## src/rtl/zero_flag_pipe_if.sv

```systemverilog
// Handshake bundle for zero_flag_pipe: the result/mode input side, the flag output
// side and the sticky flag.
interface zero_flag_pipe_if #(
    parameter int WIDTH = 32
) ();
    logic             in_valid;
    logic             in_ready;
    logic [WIDTH-1:0] in_result;
    logic             in_mode;
    logic             out_valid;
    logic             out_ready;
    logic             out_flag;
    logic             out_neg;
    logic             sticky_flag;
    logic             sticky_clr;

    modport master (
        output in_valid, in_result, in_mode, out_ready, sticky_clr,
        input  in_ready, out_valid, out_flag, out_neg, sticky_flag
    );

    modport slave (
        input  in_valid, in_result, in_mode, out_ready, sticky_clr,
        output in_ready, out_valid, out_flag, out_neg, sticky_flag
    );
endinterface

```

## src/rtl/zero_flag_pipe.sv

```systemverilog
// Pipelined zero / all-ones detector: a registered CHUNK-ary OR/AND reduction tree
// with a single global advance, plus sign passthrough and a sticky flag.
module zero_flag_pipe #(
    parameter int WIDTH = 32,
    parameter int CHUNK = 4
) (
    input  logic            clk,
    input  logic            reset,
    zero_flag_pipe_if.slave bus
);

    function automatic int levelWidth(input int level);
        int n;
        n = WIDTH;
        for (int i = 0; i < level; i++) begin
            n = (n + CHUNK - 1) / CHUNK;
        end
        return n;
    endfunction

    function automatic int calcLevels();
        int n;
        int l;
        n = WIDTH;
        l = 0;
        while (n > 1) begin
            n = (n + CHUNK - 1) / CHUNK;
            l++;
        end
        return l;
    endfunction

    // Bit offset of stage s's node bits inside the packed intermediate register.
    function automatic int midOffset(input int s);
        int sum;
        sum = 0;
        for (int j = 1; j <= s; j++) begin
            sum += levelWidth(j);
        end
        return sum;
    endfunction

    localparam int LEVELS     = calcLevels();
    localparam int MID_STAGES = (LEVELS > 1) ? LEVELS - 1 : 1;
    localparam int MID_BITS   = (LEVELS > 1) ? midOffset(LEVELS - 1) : 1;

    logic [LEVELS-1:0]     r_valid;
    logic [MID_BITS-1:0]   r_mid;
    logic [MID_STAGES-1:0] r_mode;
    logic [MID_STAGES-1:0] r_neg;
    logic                  r_outFlag;
    logic                  r_outNeg;
    logic                  r_sticky;

    logic                  w_adv;
    logic                  w_xferOut;
    logic [LEVELS-1:0]     w_validNext;
    logic [MID_BITS-1:0]   w_midNext;
    logic [MID_STAGES-1:0] w_modeNext;
    logic [MID_STAGES-1:0] w_negNext;
    logic                  w_flagNext;
    logic                  w_negOutNext;

    assign w_adv     = ~r_valid[LEVELS-1] | bus.out_ready;
    assign w_xferOut = r_valid[LEVELS-1] & bus.out_ready;

    if (LEVELS == 1) begin : g_noMid
        assign w_midNext  = '0;
        assign w_modeNext = '0;
        assign w_negNext  = '0;
    end

    for (genvar s = 0; s < LEVELS; s++) begin : g_stage
        localparam int IN_W  = levelWidth(s);
        localparam int OUT_W = levelWidth(s + 1);

        logic [IN_W-1:0]        w_src;
        logic                   w_srcMode;
        logic                   w_srcNeg;
        logic [OUT_W*CHUNK-1:0] w_padded;
        logic [OUT_W-1:0]       w_red;

        if (s == 0) begin : g_first
            assign w_src          = bus.in_result;
            assign w_srcMode      = bus.in_mode;
            assign w_srcNeg       = bus.in_result[WIDTH-1];
            assign w_validNext[0] = bus.in_valid;
        end else begin : g_inner
            localparam int SRC_OFF = midOffset(s - 1);
            assign w_src          = r_mid[SRC_OFF +: IN_W];
            assign w_srcMode      = r_mode[s-1];
            assign w_srcNeg       = r_neg[s-1];
            assign w_validNext[s] = r_valid[s-1];
        end

        // Short last group is filled with the identity of the active operator.
        always_comb begin
            w_padded = {(OUT_W*CHUNK){w_srcMode}};
            w_padded[IN_W-1:0] = w_src;
            w_red = '0;
            for (int j = 0; j < OUT_W; j++) begin
                if (w_srcMode) begin
                    w_red[j] = &w_padded[j*CHUNK +: CHUNK];
                end else begin
                    w_red[j] = |w_padded[j*CHUNK +: CHUNK];
                end
            end
        end

        if (s < LEVELS - 1) begin : g_mid
            localparam int DST_OFF = midOffset(s);
            assign w_midNext[DST_OFF +: OUT_W] = w_red;
            assign w_modeNext[s] = w_srcMode;
            assign w_negNext[s]  = w_srcNeg;
        end else begin : g_last
            assign w_flagNext   = w_srcMode ? w_red[0] : ~w_red[0];
            assign w_negOutNext = w_srcNeg;
        end
    end

    // Final stage keeps its flag outputs when a bubble arrives, so they hold the last result.
    always_ff @(posedge clk or posedge reset) begin
        if (reset) begin
            r_valid   <= '0;
            r_mid     <= '0;
            r_mode    <= '0;
            r_neg     <= '0;
            r_outFlag <= 1'b0;
            r_outNeg  <= 1'b0;
        end else if (w_adv) begin
            r_valid <= w_validNext;
            r_mid   <= w_midNext;
            r_mode  <= w_modeNext;
            r_neg   <= w_negNext;
            if (w_validNext[LEVELS-1]) begin
                r_outFlag <= w_flagNext;
                r_outNeg  <= w_negOutNext;
            end
        end
    end

    // A clear coinciding with a transfer still records that transfer's flag.
    always_ff @(posedge clk or posedge reset) begin
        if (reset) begin
            r_sticky <= 1'b0;
        end else if (bus.sticky_clr) begin
            r_sticky <= w_xferOut & r_outFlag;
        end else if (w_xferOut) begin
            r_sticky <= r_sticky | r_outFlag;
        end
    end

    assign bus.in_ready    = w_adv;
    assign bus.out_valid   = r_valid[LEVELS-1];
    assign bus.out_flag    = r_outFlag;
    assign bus.out_neg     = r_outNeg;
    assign bus.sticky_flag = r_sticky;

endmodule

```

## src/flat_wrapper.sv

```systemverilog
// flat-port wrapper written by rule: the top's interface ports become plain ports
module zero_flag_pipe_flat 
#(
    parameter int WIDTH = 32,
    parameter int CHUNK = 4
)
  (clk, reset, bus_in_valid, bus_in_result, bus_in_mode, bus_out_ready, bus_sticky_clr, bus_in_ready, bus_out_valid, bus_out_flag, bus_out_neg, bus_sticky_flag);
  zero_flag_pipe_if #(.WIDTH(WIDTH)) bus_i ();
  input  logic clk;
  input  logic reset;
  input wire logic [$bits(bus_i.in_valid)-1:0] bus_in_valid;
  input wire logic [$bits(bus_i.in_result)-1:0] bus_in_result;
  input wire logic [$bits(bus_i.in_mode)-1:0] bus_in_mode;
  input wire logic [$bits(bus_i.out_ready)-1:0] bus_out_ready;
  input wire logic [$bits(bus_i.sticky_clr)-1:0] bus_sticky_clr;
  output wire logic [$bits(bus_i.in_ready)-1:0] bus_in_ready;
  output wire logic [$bits(bus_i.out_valid)-1:0] bus_out_valid;
  output wire logic [$bits(bus_i.out_flag)-1:0] bus_out_flag;
  output wire logic [$bits(bus_i.out_neg)-1:0] bus_out_neg;
  output wire logic [$bits(bus_i.sticky_flag)-1:0] bus_sticky_flag;
  assign bus_i.in_valid = bus_in_valid;
  assign bus_i.in_result = bus_in_result;
  assign bus_i.in_mode = bus_in_mode;
  assign bus_i.out_ready = bus_out_ready;
  assign bus_i.sticky_clr = bus_sticky_clr;
  assign bus_in_ready = bus_i.in_ready;
  assign bus_out_valid = bus_i.out_valid;
  assign bus_out_flag = bus_i.out_flag;
  assign bus_out_neg = bus_i.out_neg;
  assign bus_sticky_flag = bus_i.sticky_flag;
  zero_flag_pipe #(.WIDTH(WIDTH), .CHUNK(CHUNK)) u_core (.clk(clk), .reset(reset), .bus(bus_i));
endmodule
```

## config.mk

```make
export PLATFORM = sky130hd
export DESIGN_NAME = zero_flag_pipe_flat
export DESIGN_NICKNAME = d
export VERILOG_FILES = /design/src/rtl/zero_flag_pipe_if.sv /design/src/rtl/zero_flag_pipe.sv /design/src/flat_wrapper.sv
export SDC_FILE = /design/constraint.sdc
export NUM_CORES = 1
export LEC_CHECK = 0
export ABC_AREA = 1
export BUFFER_PORTS_ARGS = -buffer_cell sky130_fd_sc_hd__buf_2
export CORE_MARGIN = 4
export CORE_UTILIZATION = 40
export CTS_BUF_LIST = sky130_fd_sc_hd__clkbuf_16
export DETAILED_ROUTE_END_ITERATION = 10
export PLACE_DENSITY = 0.78
export SLEW_MARGIN = 20
export SYNTH_ARGS = -nofsm -noshare
export SYNTH_HDL_FRONTEND = slang
export SYNTH_SLANG_ARGS = --single-unit
```

## constraint.sdc

```tcl
create_clock -name clk -period 1.3 [get_ports clk]
set_input_delay 0.065 -clock clk [delete_from_list [all_inputs] [get_ports clk]]
set_output_delay 0.065 -clock clk [all_outputs]
set_load 0.01 [all_outputs]
```

# Word level (Yosys, flattened, before mapping)
# Index checks and enable logic that the tools add are counted.
# totals
reg_bits	20
latchBits	0
ram_bits	0
rom_bits	0
in_bits	38
n_memories	0
# op_classes
n_addsub	0
multipliers	0
div	0
order_cmp	0
eq_ne	0
n_shift	0
mux	14
n_bitwise	6
reduce_logical	24
# op_table
op	n
4-bit AND reduction	10
4-bit OR reduction	10
1-bit 2-to-1 mux	14
3-bit AND reduction	1
3-bit OR reduction	1
1-bit AND	2
1-bit NOT	2
1-bit bitwise OR	2
2-bit AND reduction	1
2-bit nonzero test	1

# Longest topological paths before layout
# depth
word_depth	4
depth_mapped	6
depth_no_buf	6

# Worst setup path after synthesis
# OpenSTA, ideal clock, no wires.
# synth_path
path_type	reg-to-reg
from	reg u_core.r_valid[2]
to	reg u_core.r_mid[0]
t_arrival_ns	0.898
t_required_ns	1.184
path_slack_ns	0.285
stages_incl_launch_ff	7
period_less_slack_ns	1.015
path_cell_list	dfrtp_1 inv_2 nor2_8 buf_6 a21oi_2 nand2_1 nand2_1
# synth_via
elab_chain_len	2
# synth_rtl
element	line	source
start, declared	zero_flag_pipe.sv:47	logic [LEVELS-1:0] r_valid;
start signal, assigned	zero_flag_pipe.sv:131	r_valid <= w_validNext;
1-bit NOT	zero_flag_pipe.sv:64	assign w_adv = ~r_valid[LEVELS-1] | bus.out_ready;
1-bit bitwise OR	zero_flag_pipe.sv:64	
end signal, assigned	zero_flag_pipe.sv:132	r_mid <= w_midNext;
end, declared	zero_flag_pipe.sv:48	logic [MID_BITS-1:0] r_mid;
# No other way between the ends.
# A chain may end at the register's enable or synchronous reset.

# Final worst setup path
# layout_path
from	reg u_core.r_valid[2]
to	reg u_core.r_mid[7]
# Same word-level chain as after synthesis.

==> flow_metrics.env <==
export IMPL_syn_to_final_growth_pct=31.98
export IMPL_max_slew_violation_count=0
export IMPL_starting_utilization_of_the_core_area_pct=41.78
export IMPL_cts_num_sinks=20
export IMPL_startpoint="u_core.r_valid[2]"
export IMPL_post_place_cells=241
export IMPL_p_leak_nw=0.8904
export IMPL_final_setup_viol_count=0
export IMPL_num_vias=1117
export IMPL_reg2regPathDepth=7
export IMPL_criticalPathCategory="reg2reg"
export IMPL_maximum_buffer_depth_of_the_clock_tree=2
export IMPL_simple_gate_portion_of_the_synthesized_area_pct=35.93
export IMPL_tritoncts_clock_tree="done"
export IMPL_critical_path_peak_fanout=12
export IMPL_place_gp_congestion=0.7309
export IMPL_final_hold_violation_count=0
export IMPL_layout_cells_non_filler=247
export IMPL_synth_seq_area_share_pct=43.81
export IMPL_post_route_cells_drive_above_1_share_pct=26.39
export IMPL_core_area_um2=2734
export IMPL_status="complete, no violations"
export IMPL_synth_mux_area_fraction_pct=0
export IMPL_grt_overflow_total=0
export IMPL_rsz0062_at_grt="false"
export IMPL_drtPass1Iterations=4
export IMPL_cts_resized=0
export IMPL_synth_ff_latch_count=20
export IMPL_yosys_area_share_adder_pct=0
export IMPL_finalNetCount=256
export IMPL_route_detailed_vias_per_inst=4.522
export IMPL_fill_cells=269
export IMPL_drt_iter0_markers=16
export IMPL_critical_path_data_required_time_ps=1450
export IMPL_pin_count_of_the_biggest_net_entering_global_routing=21
export IMPL_place_port_buffers=42
export IMPL_worst_r2r_startpoint="u_core.r_valid[2]"
export IMPL_tns_ps=0
export IMPL_grt_total_usage_pct=13.26
export IMPL_syn_instance_count=169
export IMPL_dp_hpwl_um=1817
export IMPL_floorplan_die_width_um=61.44
export IMPL_initial_antenna_violation_count=0
export IMPL_relSlewSlack_pct=83.77
export IMPL_combinational_family_with_the_most_area_after_synthesis="simple AND/OR/NAND/NOR gates"
export IMPL_hold_class="in2reg"
export IMPL_cts_clk_slew_worst_paths_ps=50
export IMPL_chipHeight_um=61.44
export IMPL_yosysUniqueCellTypes=16
export IMPL_min_period_over_period_pct=87.02
export IMPL_synth_compound_area_share_pct=8.434
export IMPL_cp_start_kind="flip-flop"
export IMPL_timing_max_cap_violations=0
export IMPL_finalClockSkew_ps=1.313
export IMPL_synthXorXnorAreaFrac_pct=0
export IMPL_synth_cell_area_um2=1142
export IMPL_cp_end_kind="flip-flop"
export IMPL_ir_worst_vdd_mv=1.199
export IMPL_placementRows=19
export IMPL_synth_fp_nets=207
export IMPL_detail_route_drc_violations=0
export IMPL_max_clock_freq_mhz=884.0
export IMPL_timing_final_crit_period_ps=1131
export IMPL_placement_setup_worst_slack_ps=198.8
export IMPL_power_density_cell_area_nw_per_um2=1520
export IMPL_tightest_slew_ps=243.4
export IMPL_wire_per_inst_um=9.482
export IMPL_worst_slack_ps=168.8
export IMPL_io_pins=43
export IMPL_htree_levels=1
export IMPL_clkLatencyLatePin_ps=250
export IMPL_cp_arrival_ps=1280
export IMPL_vias_in_the_first_global_route=920
export IMPL_drt_wl_total_um=2342
export IMPL_antenna_cells=0
export IMPL_die_area_um2=3775
export IMPL_first_pass_grt_wire_length_um=3719
export IMPL_timing_endpoint_of_the_critical_path="u_core.r_mid[7]"
export IMPL_regToRegEndpoint="u_core.r_mid[7]"
export IMPL_antenna_violating_nets_post_route=0
export IMPL_syn_mean_instance_area_um2=6.759
export IMPL_numCtsBuffers=3
export IMPL_synth_warnings=0
export IMPL_reg2reg_setup_slack_ps=170
export IMPL_cts_root_buffer="clkbuf_16"
## report_power, final
group	internal, mW	switching (mW)
clock network	0.406	0.218
logic	0.324	0.398
registers	0.814	0.132
total	1.54	0.748
## layer usage
metal	global-route usage, %	share of wire [%]	vias up
met5	0	0	-
met4	6.364	1.6	0
met3	2.516	3.9	3
met2	23.11	51	21
met1	15.60	43	487
li1	-	-	606
## cells in the mapped netlist
cell | number | area [um2]
a21oi_1 | 7 | 35.03
a21oi_2 | 3 | 26.28
buf_2 | 1 | 5.000
buf_4 | 1 | 7.510
buf_6 | 1 | 11.26
dfrtp_1 | 20 | 500.5
inv_1 | 26 | 97.59
inv_2 | 2 | 7.510
inv_4 | 1 | 6.260
nand2_1 | 74 | 277.8
nand2_2 | 1 | 6.260
nand3_1 | 13 | 65.06
nor2_1 | 11 | 41.29
nor2_8 | 1 | 20.02
o21ai_0 | 5 | 25.02
o21ai_1 | 2 | 10.01
## stage by stage
stage	util (%)	area [um2]	hold slack, ps	power (mW)
after floorplan	-	1142	28.83	1.401
final	55.15	1508	8.074	2.292
after CTS	54.14	1480	9.627	2.267
after global routing	55.15	1508	10.42	2.457
after global placement	51.03	1395	105.7	1.602
after detailed placement	51.03	1395	98.77	1.630
## registers in the layout, indices dropped and copies added (netlist names)
signal and flops:
u_core.bus.out_flag 1, u_core.bus.out_neg 1, u_core.bus.sticky_flag 1, u_core.r_mid 10
u_core.r_mode 2, u_core.r_neg 2, u_core.r_valid 3
## worst min-delay path by stage
stage                               from                     end  slack [ps]  cells past startpoint
after CTS                   bus_in_valid       u_core.r_valid[0]          10                      3
after global placement             reset  u_core.bus.sticky_flag         110                      3
after floorplan                    reset     u_core.bus.out_flag          30                      1
after detailed placement           reset  u_core.bus.sticky_flag         100                      3
after global routing      bus_sticky_clr  u_core.bus.sticky_flag          10                      2
final                       bus_in_valid       u_core.r_valid[0]           8                      3
## final cells by class
| type | count | area (um2) | area share (%) |
|---|---|---|---|
| Tap cell | 31 | 38.79 | 2.573 |
| Clock buffer | 3 | 75.07 | 4.979 |
| Inverter | 29 | 111.4 | 7.386 |
| Timing Repair Buffer | 47 | 275.3 | 18.26 |
| Multi-Input combinational cell | 117 | 506.7 | 33.61 |
| Sequential cell | 20 | 500.5 | 33.19 |
## placed cells by master, fill, tap and decap left out, types with 2 or more instances in the layout
cell type	count
buf_4	2
buf_2	42
inv_2	2
nor2_1	11
a21oi_2	3
o21ai_0	5
a21oi_1	7
buf_12	2
nand3_1	13
nand2_1	74
o21ai_1	2
inv_1	26
dfrtp_1	20
clkbuf_16	3
## logic make-up (layout without fill, tap and decap cells)
logic type,Yosys count,in the layout
DFF,20,20
and+or+nand+nor,100,100
buffers and inverters,32,79
AOI/OAI and AO/OA,17,17
## critical path: stages, from the launching register on
cell	delay, ps
dfrtp_1	370
inv_2	70
nor2_8	160
buf_12	140
buf_12	130
a21oi_1	50
nand2_1	70
nand2_1	40
## what timing repair did
| item | CTS | global route |
|---|---|---|
| hold buffers | 1 | 0 |
| hold endpoints to repair | 20 | 0 |
| buffers inserted | 0 | 2 |
| setup endpoints to repair | 0 | 1 |
Note: power is estimated with default switching activity, not from simulation.
